===== config.mk =====
export PLATFORM = sky130hd
export DESIGN_NAME = mem_ctrl
export DESIGN_NICKNAME = d
export VERILOG_FILES = /design/src/rtl/mem_ctrl.sv
export SDC_FILE = /design/constraint.sdc
export NUM_CORES = 1
export LEC_CHECK = 0
export ABC_AREA = 1
export BUFFER_PORTS_ARGS = -buffer_cell sky130_fd_sc_hd__buf_4
export CORE_MARGIN = 4
export CORE_UTILIZATION = 60
export CTS_BUF_LIST = sky130_fd_sc_hd__clkbuf_4
export CTS_CLUSTER_SIZE = 8
export DETAILED_ROUTE_END_ITERATION = 10
export GPL_ROUTABILITY_DRIVEN = 0
export MAX_ROUTING_LAYER = met4
export PLACE_DENSITY = 0.9
export SKIP_CTS_REPAIR_TIMING = 1
export SYNTH_ARGS = -nofsm -noshare
export SYNTH_HDL_FRONTEND = slang
export SYNTH_SLANG_ARGS = --single-unit

===== constraint.sdc =====
create_clock -name clk_in -period 10.55 [get_ports clk_in]
set_input_delay 0.5275 -clock clk_in [delete_from_list [all_inputs] [get_ports clk_in]]
set_output_delay 0.5275 -clock clk_in [all_outputs]
set_load 0.005 [all_outputs]

===== src/rtl/mem_ctrl.sv =====
// rtl/mem_ctrl.sv - byte-serial IF/MEM memory controller for the 8-bit RAM/IO bus
// Optional busy_cnt_out port and counter enabled by defining MEM_CTRL_BUSY_CNT_EN.
module mem_ctrl #(
    parameter int ADDR_W   = 32,
    parameter bit MEM_PRIO = 1'b1
) (
    input  logic              clk_in,
    input  logic              rst_in,
    input  logic              rdy_in,
    input  logic              if_req_in,
    input  logic [ADDR_W-1:0] if_addr_in,
    input  logic              if_flush_in,
    output logic              if_done_out,
    output logic [31:0]       if_inst_out,
    input  logic              mem_req_in,
    input  logic              mem_wr_in,
    input  logic [1:0]        mem_len_in,
    input  logic [ADDR_W-1:0] mem_addr_in,
    input  logic [31:0]       mem_wdata_in,
    output logic              mem_done_out,
    output logic [31:0]       mem_rdata_out,
    input  logic [7:0]        ram_din_in,
    output logic [7:0]        ram_dout_out,
    output logic [ADDR_W-1:0] ram_a_out,
    output logic              ram_wr_out
`ifdef MEM_CTRL_BUSY_CNT_EN
    ,
    output logic [31:0]       busy_cnt_out
`endif
);

    typedef enum logic [1:0] {IDLE, IF_RD, MEM_RD, MEM_WR} state_t;

    localparam logic [ADDR_W-1:0] ADDR_ONE = {{(ADDR_W-1){1'b0}}, 1'b1};

    state_t            state;
    logic [ADDR_W-1:0] ramA;
    logic              ramWr;
    logic [7:0]        ramDout;
    logic [2:0]        cyc;
    logic [2:0]        nBytes;
    logic [31:0]       buffer;
    logic [31:0]       ifInst;
    logic [31:0]       memRdata;
    logic              ifDone;
    logic              memDone;

    logic              ifTake;
    logic              memTake;
    logic [1:0]        capLane;
    logic [31:0]       capBuf;

    // A requester still holds req during its own done cycle; that level must not start a new access.
    always_comb begin
        ifTake  = if_req_in & ~ifDone & ~if_flush_in;
        memTake = mem_req_in & ~memDone;
        capLane = 2'(cyc - 3'd2);
        capBuf  = buffer;
        capBuf[8*capLane +: 8] = ram_din_in;
    end

    always_ff @(posedge clk_in or posedge rst_in) begin
        if (rst_in) begin
            state    <= IDLE;
            ramA     <= '0;
            ramWr    <= 1'b0;
            ramDout  <= 8'h00;
            cyc      <= 3'd0;
            nBytes   <= 3'd0;
            buffer   <= 32'h0;
            ifInst   <= 32'h0;
            memRdata <= 32'h0;
            ifDone   <= 1'b0;
            memDone  <= 1'b0;
        end else if (rdy_in) begin
            ifDone  <= 1'b0;
            memDone <= 1'b0;
            case (state)
                IDLE: begin
                    if (memTake && (MEM_PRIO || !ifTake)) begin
                        ramA   <= mem_addr_in;
                        cyc    <= 3'd1;
                        nBytes <= {1'b0, mem_len_in} + 3'd1;
                        if (mem_wr_in) begin
                            state   <= MEM_WR;
                            ramWr   <= 1'b1;
                            ramDout <= mem_wdata_in[7:0];
                            buffer  <= mem_wdata_in;
                        end else begin
                            state  <= MEM_RD;
                            buffer <= 32'h0;
                        end
                    end else if (ifTake) begin
                        state  <= IF_RD;
                        ramA   <= if_addr_in;
                        cyc    <= 3'd1;
                        nBytes <= 3'd4;
                        buffer <= 32'h0;
                    end
                end
                IF_RD, MEM_RD: begin
                    if (state == IF_RD && if_flush_in) begin
                        state <= IDLE;
                        ramA  <= '0;
                    end else begin
                        // RAM answers one cycle after the address, so capture trails issue by one.
                        ramA <= (cyc < nBytes) ? ramA + ADDR_ONE : '0;
                        if (cyc >= 3'd2) begin
                            buffer <= capBuf;
                        end
                        if (cyc == nBytes + 3'd1) begin
                            state <= IDLE;
                            if (state == IF_RD) begin
                                ifDone <= 1'b1;
                                ifInst <= capBuf;
                            end else begin
                                memDone  <= 1'b1;
                                memRdata <= capBuf;
                            end
                        end
                        cyc <= cyc + 3'd1;
                    end
                end
                MEM_WR: begin
                    if (cyc < nBytes) begin
                        ramA    <= ramA + ADDR_ONE;
                        ramDout <= buffer[8*cyc[1:0] +: 8];
                        cyc     <= cyc + 3'd1;
                    end else begin
                        state   <= IDLE;
                        ramA    <= '0;
                        ramDout <= 8'h00;
                        ramWr   <= 1'b0;
                        memDone <= 1'b1;
                    end
                end
                default: state <= IDLE;
            endcase
        end
    end

    assign ram_a_out     = ramA;
    assign ram_wr_out    = ramWr & rdy_in;
    assign ram_dout_out  = ramDout;
    assign if_done_out   = ifDone;
    assign if_inst_out   = ifInst;
    assign mem_done_out  = memDone;
    assign mem_rdata_out = memRdata;

`ifdef MEM_CTRL_BUSY_CNT_EN
    logic [31:0] busyCnt;

    always_ff @(posedge clk_in or posedge rst_in) begin
        if (rst_in) begin
            busyCnt <= 32'h0;
        end else if (rdy_in && state != IDLE) begin
            busyCnt <= busyCnt + 32'd1;
        end
    end

    assign busy_cnt_out = busyCnt;
`endif

endmodule


==> impl_metrics.yaml, run 1 <==
synth:
  synth.most_common_cell: "nand2_1"
  syn_inst: 1220
  synth_top_cell_by_area: "dfrtp_1"
  synth_seq_cells: 147
  synthAdderAreaFrac_pct: 2.483
  yosys_warnings: 0
  syn_nets: 1350
  synth_compound_area_share_pct: 12.40
  synth-simple-area-share_pct: 33.17
  synth_top_area_share_pct: 42.94
  synth_edf_count: 0
  synth_common_cells: "nand2_1 (397), nor2_1 (153), dfrtp_1 (147)"
  synth_cell_type_count: 32
  ys_seq_area_share_pct: 42.94
  synth_xor_xnor_area_share_pct: 0.9201
  syn_area_per_cell_sq_um: 7.022
  synth.mux.area_fraction_pct: 0
  synth-main-ff-cell: "dfrtp_1"
  synthArstFlopShare_pct: 100.0
  synthTopCellsByArea: "dfrtp_1 (43%), nand2_1 (17%), nand3_1 (7.6%), nor2_1 (6.7%), inv_1 (4.2%)"
  netlist_area_sq_mm: 0.008567
  synth_top_family_by_area: "simple AND/OR/NAND/NOR gates"
floorplanning:
  dieArea_sq_mm: 0.01625
  num_rows: 43
  die_h_um: 127.5
  initial_core_util_pct: 61.48
  core_sq_mm: 0.01393
  io_pins: 220
  fp.dieW_um: 127.5
placement:
  placed_area_sq_mm: 0.01021
  place_ws_ns: 6.464
  hpwlAfterDp_mm: 19.05
  numPortBuffers: 219
grt:
  grtUsageTotal_pct: 33.32
  grt_start_max_net_pins: 76
  grt_antenna_before_repair: 0
  overflow: 0
  grt_pass1_wl_mm: 42.12
  grt_pass1_vias: 8471
worst_setup_path:
  cpMaxStageDelayCell: "ha_1"
  slowest_delay_ns: 1.07
  cp_num_buf_inv: 4
  cp-start-kind: "flip-flop"
  worstReg2RegStart: "state[0]$_DFFE_PP0P_"
  path_cells: "inv_1 > ha_1 > nand2_1 > inv_1 > nand2_1 > inv_1 > nand4_1 > buf_4 > nand2_1 > nand2_1"
  ff2ff_setup_slack_ns: 6.32
  r2r-end: "if_inst_out[3]$_DFFE_PP0P_"
  worst_path_most_repeated_cell: "nand2_1"
  cp.arrival_ns: 4.70
  crit_required_ns: 11.01
  path_delay_family: "buffers and inverters"
  ff2ff_path_depth: 10
  critPathMaxFanout: 36
  endpoint_kind: "flip-flop"
  path_class: "flip-flop to flip-flop"
job:
  max-cap-violations: 0
drt:
  wirelength_mm: 26.37
  drc: 0
  ant_nets: 0
  vias: 9166
  vias_per_cell: 5.729
  dr.pass1.iters: 8
  dr.first_iter.drc_count: 906
  post_drt_wl_per_cell_um: 16.48
clock_network:
  cts.sinks: 147
  cts_buffer_depth: 2
  numCtsBuffers: 17
  cts_tree: "built"
  htreeDepth: 4
  cts.clk_slew.worst_paths_ns: 0.13
  cts_root_buf: "clkbuf_4"
  clk_latency_ns: 0.58
timing:
  worstMarginPinSlew_ns: 1.250
  rsz0062_at_grt: "false"
  setup_ws_ns: 6.317
  finalHoldViolCount: 0
  finalSetupTns_ns: 0
  fin_worst_skew_ns: 0.01759
  timing.final.crit_period_ns: 4.233
  slew_headroom_pct: 16.55
  setup_viol: 0
  slew_violations: 0
  fmax_mhz: 236.2
  period_share_pct: 40.13
cells_and_area:
  final_area_sq_mm: 0.01050
  drive_above_1_share_pct: 19.08
  regArea_sq_mm: 0.003679
  area_growth_pct: 22.59
  diodes: 0
  multiInputGateArea_sq_mm: 0.004203
  fillers: 1113
  nets: 1537
  finish.utilization_pct: 75.37
hold_path:
  hp-class: "input port to asynchronous set/reset pin"
run_status:
  outcome: "finished, final reports clean"
power:
  power_leakage_nw: 5.423
  ir_drop_mv: 0.1690
  p_per_area_mw_per_mm2: 300.0
stage by stage:
| step | std cells | power [mW] | hold WS [ns] |
|---|---|---|---|
| after CTS | 1600 | 3.121 | 0.05098 |
| final | 1600 | 3.151 | 0.04263 |
| after floorplan | 1220 | 2.094 | 0.4529 |
| after global routing | 1600 | 3.388 | 0.07310 |
| after detailed placement | 1568 | 2.742 | 0.4670 |
| after global placement | 1568 | 2.683 | 0.4661 |
power by group:
group / internal, mW / leakage, nW / switching (mW)
clock: 0.150 / 0.151 / 0.226
sequential: 0.825 / 1.84 / 0.253
combinational: 0.659 / 3.44 / 1.04
total: 1.63 / 5.42 / 1.52
cells by family after synthesis:
| family | Yosys count |
|---|---|
| simple gates | 697 |
| compound gates | 188 |
| buf+inv | 162 |
| flops | 147 |
| fa+ha+maj | 17 |
| xor+xnor | 9 |
flip-flops by register name, summed over array words and instances, names as in the netlist:
| name | count |
|---|---|
| buffer | 32 |
| mem_done_out | 1 |
| ram_dout_out | 8 |
| cyc | 3 |
| state | 2 |
| ramWr | 1 |
| if_inst_out | 32 |
| ram_a_out | 32 |
| nBytes | 3 |
| if_done_out | 1 |
| mem_rdata_out | 32 |
how the worst max path moves through the flow:
stage,slack (ns),start,to,depth (start not counted)
after global routing,6.05,state[0]$_DFFE_PP0P_,if_inst_out[29]$_DFFE_PP0P_,10
after floorplan,6.07,rst_in,buffer[0]$_DFFE_PP0P_,1
after global placement,6.81,state[0]$_DFFE_PP0P_,if_inst_out[6]$_DFFE_PP0P_,10
after detailed placement,6.46,state[0]$_DFFE_PP0P_,if_inst_out[20]$_DFFE_PP0P_,10
after CTS,6.46,state[0]$_DFFE_PP0P_,if_inst_out[6]$_DFFE_PP0P_,10
final,6.32,state[0]$_DFFE_PP0P_,if_inst_out[3]$_DFFE_PP0P_,10
per-layer routing:
layer | share of wire (%) | GRT usage [%] | vias up
met5 | 0 | - | -
met4 | 4.5 | 15.27 | 0
met3 | 11 | 5.811 | 98
met2 | 47 | 52.83 | 581
met1 | 38 | 41.98 | 4165
li1 | - | - | 4322
cell type report:
cell class                 instances  area share, %
clock buffer                      19          1.358
clock inverter                    13          1.430
inverter                         101          3.657
multi-input combinational        911          40.02
sequential                       147          35.02
tap                              180          2.144
timing repair buffer             229          16.37
placed cells by master, fill, tap and decap left out, types with 17 or more instances in the layout:
| cell type | instances |
|---|---|
| a21oi_1 | 57 |
| a31oi_1 | 39 |
| buf_4 | 229 |
| clkbuf_4 | 19 |
| dfrtp_1 | 147 |
| ha_1 | 17 |
| inv_1 | 95 |
| nand2_1 | 397 |
| nand3_1 | 130 |
| nor2_1 | 150 |
| o21ai_0 | 46 |
| o22ai_1 | 31 |
Power figures use the tool's default switching activity.
==> run 2, diff against run 1 <==
Settings changed: ABC_AREA 1 to 0, CORE_UTILIZATION 60 to 50, PLACE_DENSITY 0.9 to 0.8.
Clock period 10.55 ns to 3.7 ns, I/O delays scaled along.
==> run 2 against run 1 <==
Net effect: the run now ends with negative hold slack left; non-clock buffer count grew 20; count of clock-buffer cells in the layout decreased by 1; cell area increased by 1.5%; total power rose by 140%; sequential power grew to 2.5 times the previous value; wire length shrank 4.6%; clock skew grew 0.0049 ns; hold slack got worse by 0.084 ns; critical path depth decreased by 1; synthesized cell count shrank 32%; via count shrank 17%; synthesized area down 2.5%; critical path type unchanged.
==> impl_metrics.yaml, run 2 <==
cells_and_area:
  finish.utilization_pct: 66.13
  final_area_sq_mm: 0.01066
  drive_above_1_share_pct: 33.62
  nets: 1173
  area_growth_pct: 27.54
  fillers: 1302
  layout_common_cells: "buf_4 (233), dfrtp_1 (147), nand2_1 (100), o21ai_0 (66), a21oi_1 (54)"
  final_common_cell: "buf_4"
drt:
  vias_per_cell: 5.979
  vias: 7617
  wirelength_mm: 25.16
  post_drt_wl_per_cell_um: 19.75
  dr.first_iter.drc_count: 720
  ant_nets: 0
  dr.pass1.iters: 5
  drc: 0
worst_setup_path:
  ff2ff_path_depth: 9
  path_class: "flip-flop to flip-flop"
  path_cells: "inv_1 > ha_2 > clkinv_1 > buf_4 > nor2_1 > o21ai_4 > buf_4 > a211oi_1 > a21oi_1"
  cp_num_buf_inv: 4
  worst_path_most_repeated_cell: "buf_4"
  critPathMaxFanout: 44
  worstReg2RegStart: "state[0]$_DFFE_PP0P_"
  path_delay_family: "compound AO/OA/AOI/OAI gates"
  slowest_delay_ns: 0.84
  cpMaxStageDelayCell: "o21ai_4"
  endpoint_kind: "flip-flop"
  cp.arrival_ns: 3.46
  r2r-end: "buffer[22]$_DFFE_PP0P_"
  cp-start-kind: "flip-flop"
  ff2ff_setup_slack_ns: 0.75
  crit_required_ns: 4.21
timing:
  worstMarginPinSlew_ns: 1.232
  rsz0062_at_grt: "false"
  period_share_pct: 79.62
  finalHoldViolCount: 3
  slew_violations: 0
  fmax_mhz: 339.4
  finalSetupTns_ns: 0
  slew_headroom_pct: 17.68
  timing.final.crit_period_ns: 2.946
  setup_viol: 0
  fin_worst_skew_ns: 0.02252
  whs_ns: -0.04103
synth:
  synth_top_area_share_pct: 44.03
  synth-main-ff-cell: "dfrtp_1"
  ys_seq_area_share_pct: 44.03
  synthAdderAreaFrac_pct: 2.546
  synth_seq_cells: 147
  synth_edf_count: 0
  synth.mux.area_fraction_pct: 14.44
  synth.most_common_cell: "dfrtp_1"
  synthArstFlopShare_pct: 100.0
  yosys_warnings: 0
  synthTopCellsByArea: "dfrtp_1 (44%), mux2_2 (5.3%), mux2_4 (5.2%), nand2_1 (4.5%), o21ai_0 (4.0%)"
  syn_inst: 830
  synth-simple-area-share_pct: 15.29
  syn_nets: 960
  synth_compound_area_share_pct: 18.04
  synth_xor_xnor_area_share_pct: 0.3893
  synth_top_family_by_area: "compound AO/OA/AOI/OAI gates"
  synth_top_cell_by_area: "dfrtp_1"
  synth_cell_type_count: 69
  synth_common_cells: "dfrtp_1 (147), nand2_1 (100), o21ai_0 (66)"
  syn_area_per_cell_sq_um: 10.07
  netlist_area_sq_mm: 0.008356
clock_network:
  clk_latency_ns: 0.59
  cts_root_buf: "clkbuf_4"
  cts_buffer_depth: 2
  cts.sinks: 147
  htreeDepth: 4
  cts.clk_slew.worst_paths_ns: 0.14
  cts_tree: "built"
  numCtsBuffers: 17
run_status:
  violations: "negative hold slack"
  outcome: "finished with violations"
floorplanning:
  io_pins: 220
  dieArea_sq_mm: 0.01884
  initial_core_util_pct: 51.85
  num_rows: 46
  core_sq_mm: 0.01612
  fp.dieW_um: 137.3
  die_h_um: 137.3
grt:
  grt_pass1_wl_mm: 38.99
  grt_start_max_net_pins: 148
  grt_pass1_vias: 7365
  grt_antenna_before_repair: 2
  grtUsageTotal_pct: 27.38
  overflow: 0
power:
  power_leakage_nw: 5.056
  ir_drop_mv: 0.4367
  p_per_area_mw_per_mm2: 713.2
hold_path:
  hp-start: "mem_wdata_in[6]"
  hp-class: "input port to flip-flop"
  hold_depth: 3
  min_to: "ram_dout_out[6]$_DFFE_PP0P_"
placement:
  hpwlAfterDp_mm: 18.01
  placed_area_sq_mm: 0.01019
  numPortBuffers: 219
job:
  max-cap-violations: 0
## run 2: cell count changes after synthesis, sizes merged, moves of 13 or more
cell    delta
o21ai     +21
a31oi     -33
nor2     -137
o22ai     -24
a211oi    +24
mux2i     +14
mux2      +69
clkbuf    +13
a22o      +17
nand2    -297
nor3b     +33
nand3    -101
buf       -19
inv       -52
## run 2: metal layers
layer  track usage (%)  vias to the layer above  wire (um)
li1                  -                     3482          -
met1             36.93                     3665      10680
met2             40.90                      409      11710
met3             5.844                       61       2133
met4             10.25                        0        631
met5                 -                        -          0
## run 2: power breakdown
part	internal, mW	switching (mW)	leakage (nW)
Clock	0.537	0.616	0.152
Combinational	1.69	2.01	3.01
Sequential	2.19	0.556	1.90
## run 2: worst max-delay path by stage
stage / from / slack, ns / cells past startpoint / to
final: state[0]$_DFFE_PP0P_ / 0.75 / 9 / buffer[22]$_DFFE_PP0P_
after floorplan: cyc[1]$_DFFE_PP0P_ / 1.07 / 7 / buffer[10]$_DFFE_PP0P_
after global placement: cyc[0]$_DFFE_PP0P_ / 0.87 / 6 / if_inst_out[8]$_DFFE_PP0P_
after detailed placement: cyc[0]$_DFFE_PP0P_ / 0.76 / 6 / if_inst_out[8]$_DFFE_PP0P_
after CTS: cyc[0]$_DFFE_PP0P_ / 0.74 / 6 / if_inst_out[8]$_DFFE_PP0P_
after global routing: state[0]$_DFFE_PP0P_ / 0.53 / 9 / buffer[29]$_DFFE_PP0P_
## run 2: cells by family after synthesis
logic type	Yosys count
simple gates	238
compound gates	233
flops	147
buf+inv	102
mux	91
fa+ha+maj	17
xor+xnor	2
## run 2: layout make-up
cell class / count / area [sq um] / share of cell area, %
diodes: 2 / 5.005 / 0.04696
clock buffers: 18 / 135.1 / 1.268
clock inverters: 14 / 186.4 / 1.749
inverters: 47 / 180.2 / 1.691
multi-input cells: 581 / 4272 / 40.08
flip-flops and latches: 147 / 3679 / 34.52
well taps: 216 / 270.3 / 2.536
repair buffers: 249 / 1929 / 18.10
## run 2: worst register-to-register path: stages, from the launching register on
cell	delay, ns
dfrtp_1	0.45
inv_1	0.07
ha_2	0.34
clkinv_1	0.10
buf_4	0.32
nor2_1	0.13
o21ai_4	0.84
buf_4	0.38
a211oi_1	0.09
a21oi_1	0.14
## run 2: per-stage QoR
stage          cells  power [mW]  setup WS [ns]  hold WS [ns]
6_report        1274       7.600         0.7539      -0.04103
3_3_place_gp    1226       6.296         0.8694        0.3933
4_1_cts         1258       7.566         0.7445       -0.2399
5_1_grt         1274       8.120         0.5280       0.01084
3_5_place_dp    1226       6.414         0.7607        0.3928
2_1_floorplan    830       4.895          1.072        0.2864
==> run 3, diff against run 2 <==
Settings changed: CORE_UTILIZATION 50 to 55, PLACE_DENSITY 0.8 to 0.84.
Clock period 3.7 ns to 2.8 ns, I/O delays scaled along.
==> run 3 against run 2 <==
Net effect: the flow now finishes without violations; hold slack gained 0.043 ns; setup slack lost 0.47 ns; sequential power grew 32%; non-clock buffer count grew 23; die area shrank 8.6%; maximum frequency grew 17%; via count grew 2.3%; global-route usage grew 2.2 points.
==> impl_metrics.yaml, run 3 (synthesis results as in run 2) <==
run_status:
  outcome: "finished, final reports clean"
worst_setup_path:
  worstReg2RegStart: "state[0]$_DFFE_PP0P_"
  path_class: "flip-flop to flip-flop"
  ff2ff_path_depth: 8
  cpMaxStageDelayCell: "buf_4"
  ff2ff_setup_slack_ns: 0.29
  slowest_delay_ns: 0.54
  r2r-end: "buffer[5]$_DFFE_PP0P_"
  critPathMaxFanout: 65
  crit_required_ns: 3.29
  path_cells: "inv_1 > ha_2 > buf_4 > nor2_1 > o21ai_4 > buf_4 > a211oi_1 > a21oi_1"
  endpoint_kind: "flip-flop"
  crit_start: "state[0]$_DFFE_PP0P_"
  worst_path_most_repeated_cell: "buf_4"
  cp-start-kind: "flip-flop"
  worstSetupEndpoint: "buffer[5]$_DFFE_PP0P_"
  cp.arrival_ns: 3.01
floorplanning:
  dieArea_sq_mm: 0.01723
  num_rows: 44
  die_h_um: 131.3
  io_pins: 220
  initial_core_util_pct: 56.84
  core_sq_mm: 0.01470
  fp.dieW_um: 131.3
cells_and_area:
  nets: 1196
  area_growth_pct: 29.07
  drive_above_1_share_pct: 33.92
  fillers: 1069
  final_common_cell: "buf_4"
  layout_common_cells: "buf_4 (241), dfrtp_1 (147), nand2_1 (100), o21ai_0 (66), a21oi_1 (54)"
grt:
  grtUsageTotal_pct: 29.59
  overflow: 0
  grt_pass1_wl_mm: 40.42
  grt_pass1_vias: 7381
  grt_antenna_before_repair: 1
  grt_start_max_net_pins: 90
timing:
  fin_worst_skew_ns: 0.01829
  fmax_mhz: 397.7
  setup_viol: 0
  period_share_pct: 89.80
  slew_violations: 0
  slew_headroom_pct: 53.15
  timing.final.crit_period_ns: 2.515
  finalSetupTns_ns: 0
  whs_ns: 0.002067
  finalHoldViolCount: 0
  worstMarginPinSlew_ns: 0.7001
  rsz0062_at_grt: "false"
clock_network:
  htreeDepth: 4
  cts.clk_slew.worst_paths_ns: 0.14
  cts.sinks: 147
  numCtsBuffers: 17
  clk_latency_ns: 0.57
  cts_root_buf: "clkbuf_4"
  cts_buffer_depth: 2
  cts_tree: "built"
drt:
  wirelength_mm: 25.66
  dr.pass1.iters: 5
  ant_nets: 0
  dr.first_iter.drc_count: 784
  post_drt_wl_per_cell_um: 20.30
  drc: 0
  vias_per_cell: 6.162
  vias: 7789
power:
  power_leakage_nw: 5.152
  ir_drop_mv: 0.5952
  p_per_area_mw_per_mm2: 922.4
placement:
  numPortBuffers: 219
  hpwlAfterDp_mm: 18.24
hold_path:
  hp-start: "if_addr_in[3]"
  hp-class: "input port to flip-flop"
job:
  max-cap-violations: 0
## run 3: per-layer routing
metal / vias up / wire length [um] / global-route usage, %
met5: - / 0 / -
met4: 0 / 646 / 8.868
met3: 62 / 2369 / 6.460
met2: 443 / 12020 / 44.15
met1: 3757 / 10620 / 40.96
li1: 3527 / - / -
## run 3: how the worst min path moves through the flow
stage | depth (start not counted) | to | slack (ns)
floorplan | 1 | nBytes[0]$_DFFE_PP0P_ | 0.24
global placement | 2 | if_inst_out[9]$_DFFE_PP0P_ | 0.23
detailed placement | 2 | if_inst_out[9]$_DFFE_PP0P_ | 0.24
global route | 3 | if_inst_out[15]$_DFFE_PP0P_ | 0.003
finish | 4 | ram_a_out[3]$_DFFE_PP0P_ | 0.002
CTS | 2 | if_inst_out[9]$_DFFE_PP0P_ | -0.40
## run 3: report_power, final
| group | internal, mW | total, mW | switching (mW) |
|---|---|---|---|
| logic | 2.32 | 5.04 | 2.72 |
| registers | 2.90 | 3.64 | 0.736 |
| clock network | 0.441 | 1.28 | 0.835 |
| total | 5.66 | 9.95 | 4.29 |
## run 3: through the flow
step | std cells | power (mW) | setup slack (ns) | util (%) | instance area, sq um
floorplan | 830 | 6.468 | 0.1722 | - | 8359
global placement | 1204 | 8.365 | 0.4440 | 69.73 | 10250
detailed placement | 1204 | 8.556 | 0.3399 | 69.73 | 10250
CTS | 1236 | 9.825 | 0.3101 | 71.51 | 10510
global route | 1264 | 10.60 | 0.08494 | 73.37 | 10780
finish | 1264 | 9.948 | 0.2855 | 73.37 | 10780
## run 3: layout make-up
type	instances	area, sq um	area share (%)
Multi-Input combinational cell	581	4272	39.61
Sequential cell	147	3679	34.11
Timing Repair Buffer	272	2160	20.03
Tap cell	184	230.2	2.135
Inverter	47	180.2	1.671
Clock inverter	15	133.9	1.241
Clock buffer	17	127.6	1.183
Antenna cell	1	2.502	0.02320
## run 3: critical path, delay by kind of cell, from the launching register on
kind	cells	cell delay (ns)
compound gates	3	0.59
fa+ha+maj	1	0.35
buf+inv	3	0.88
simple gates	1	0.18
flops	1	0.45
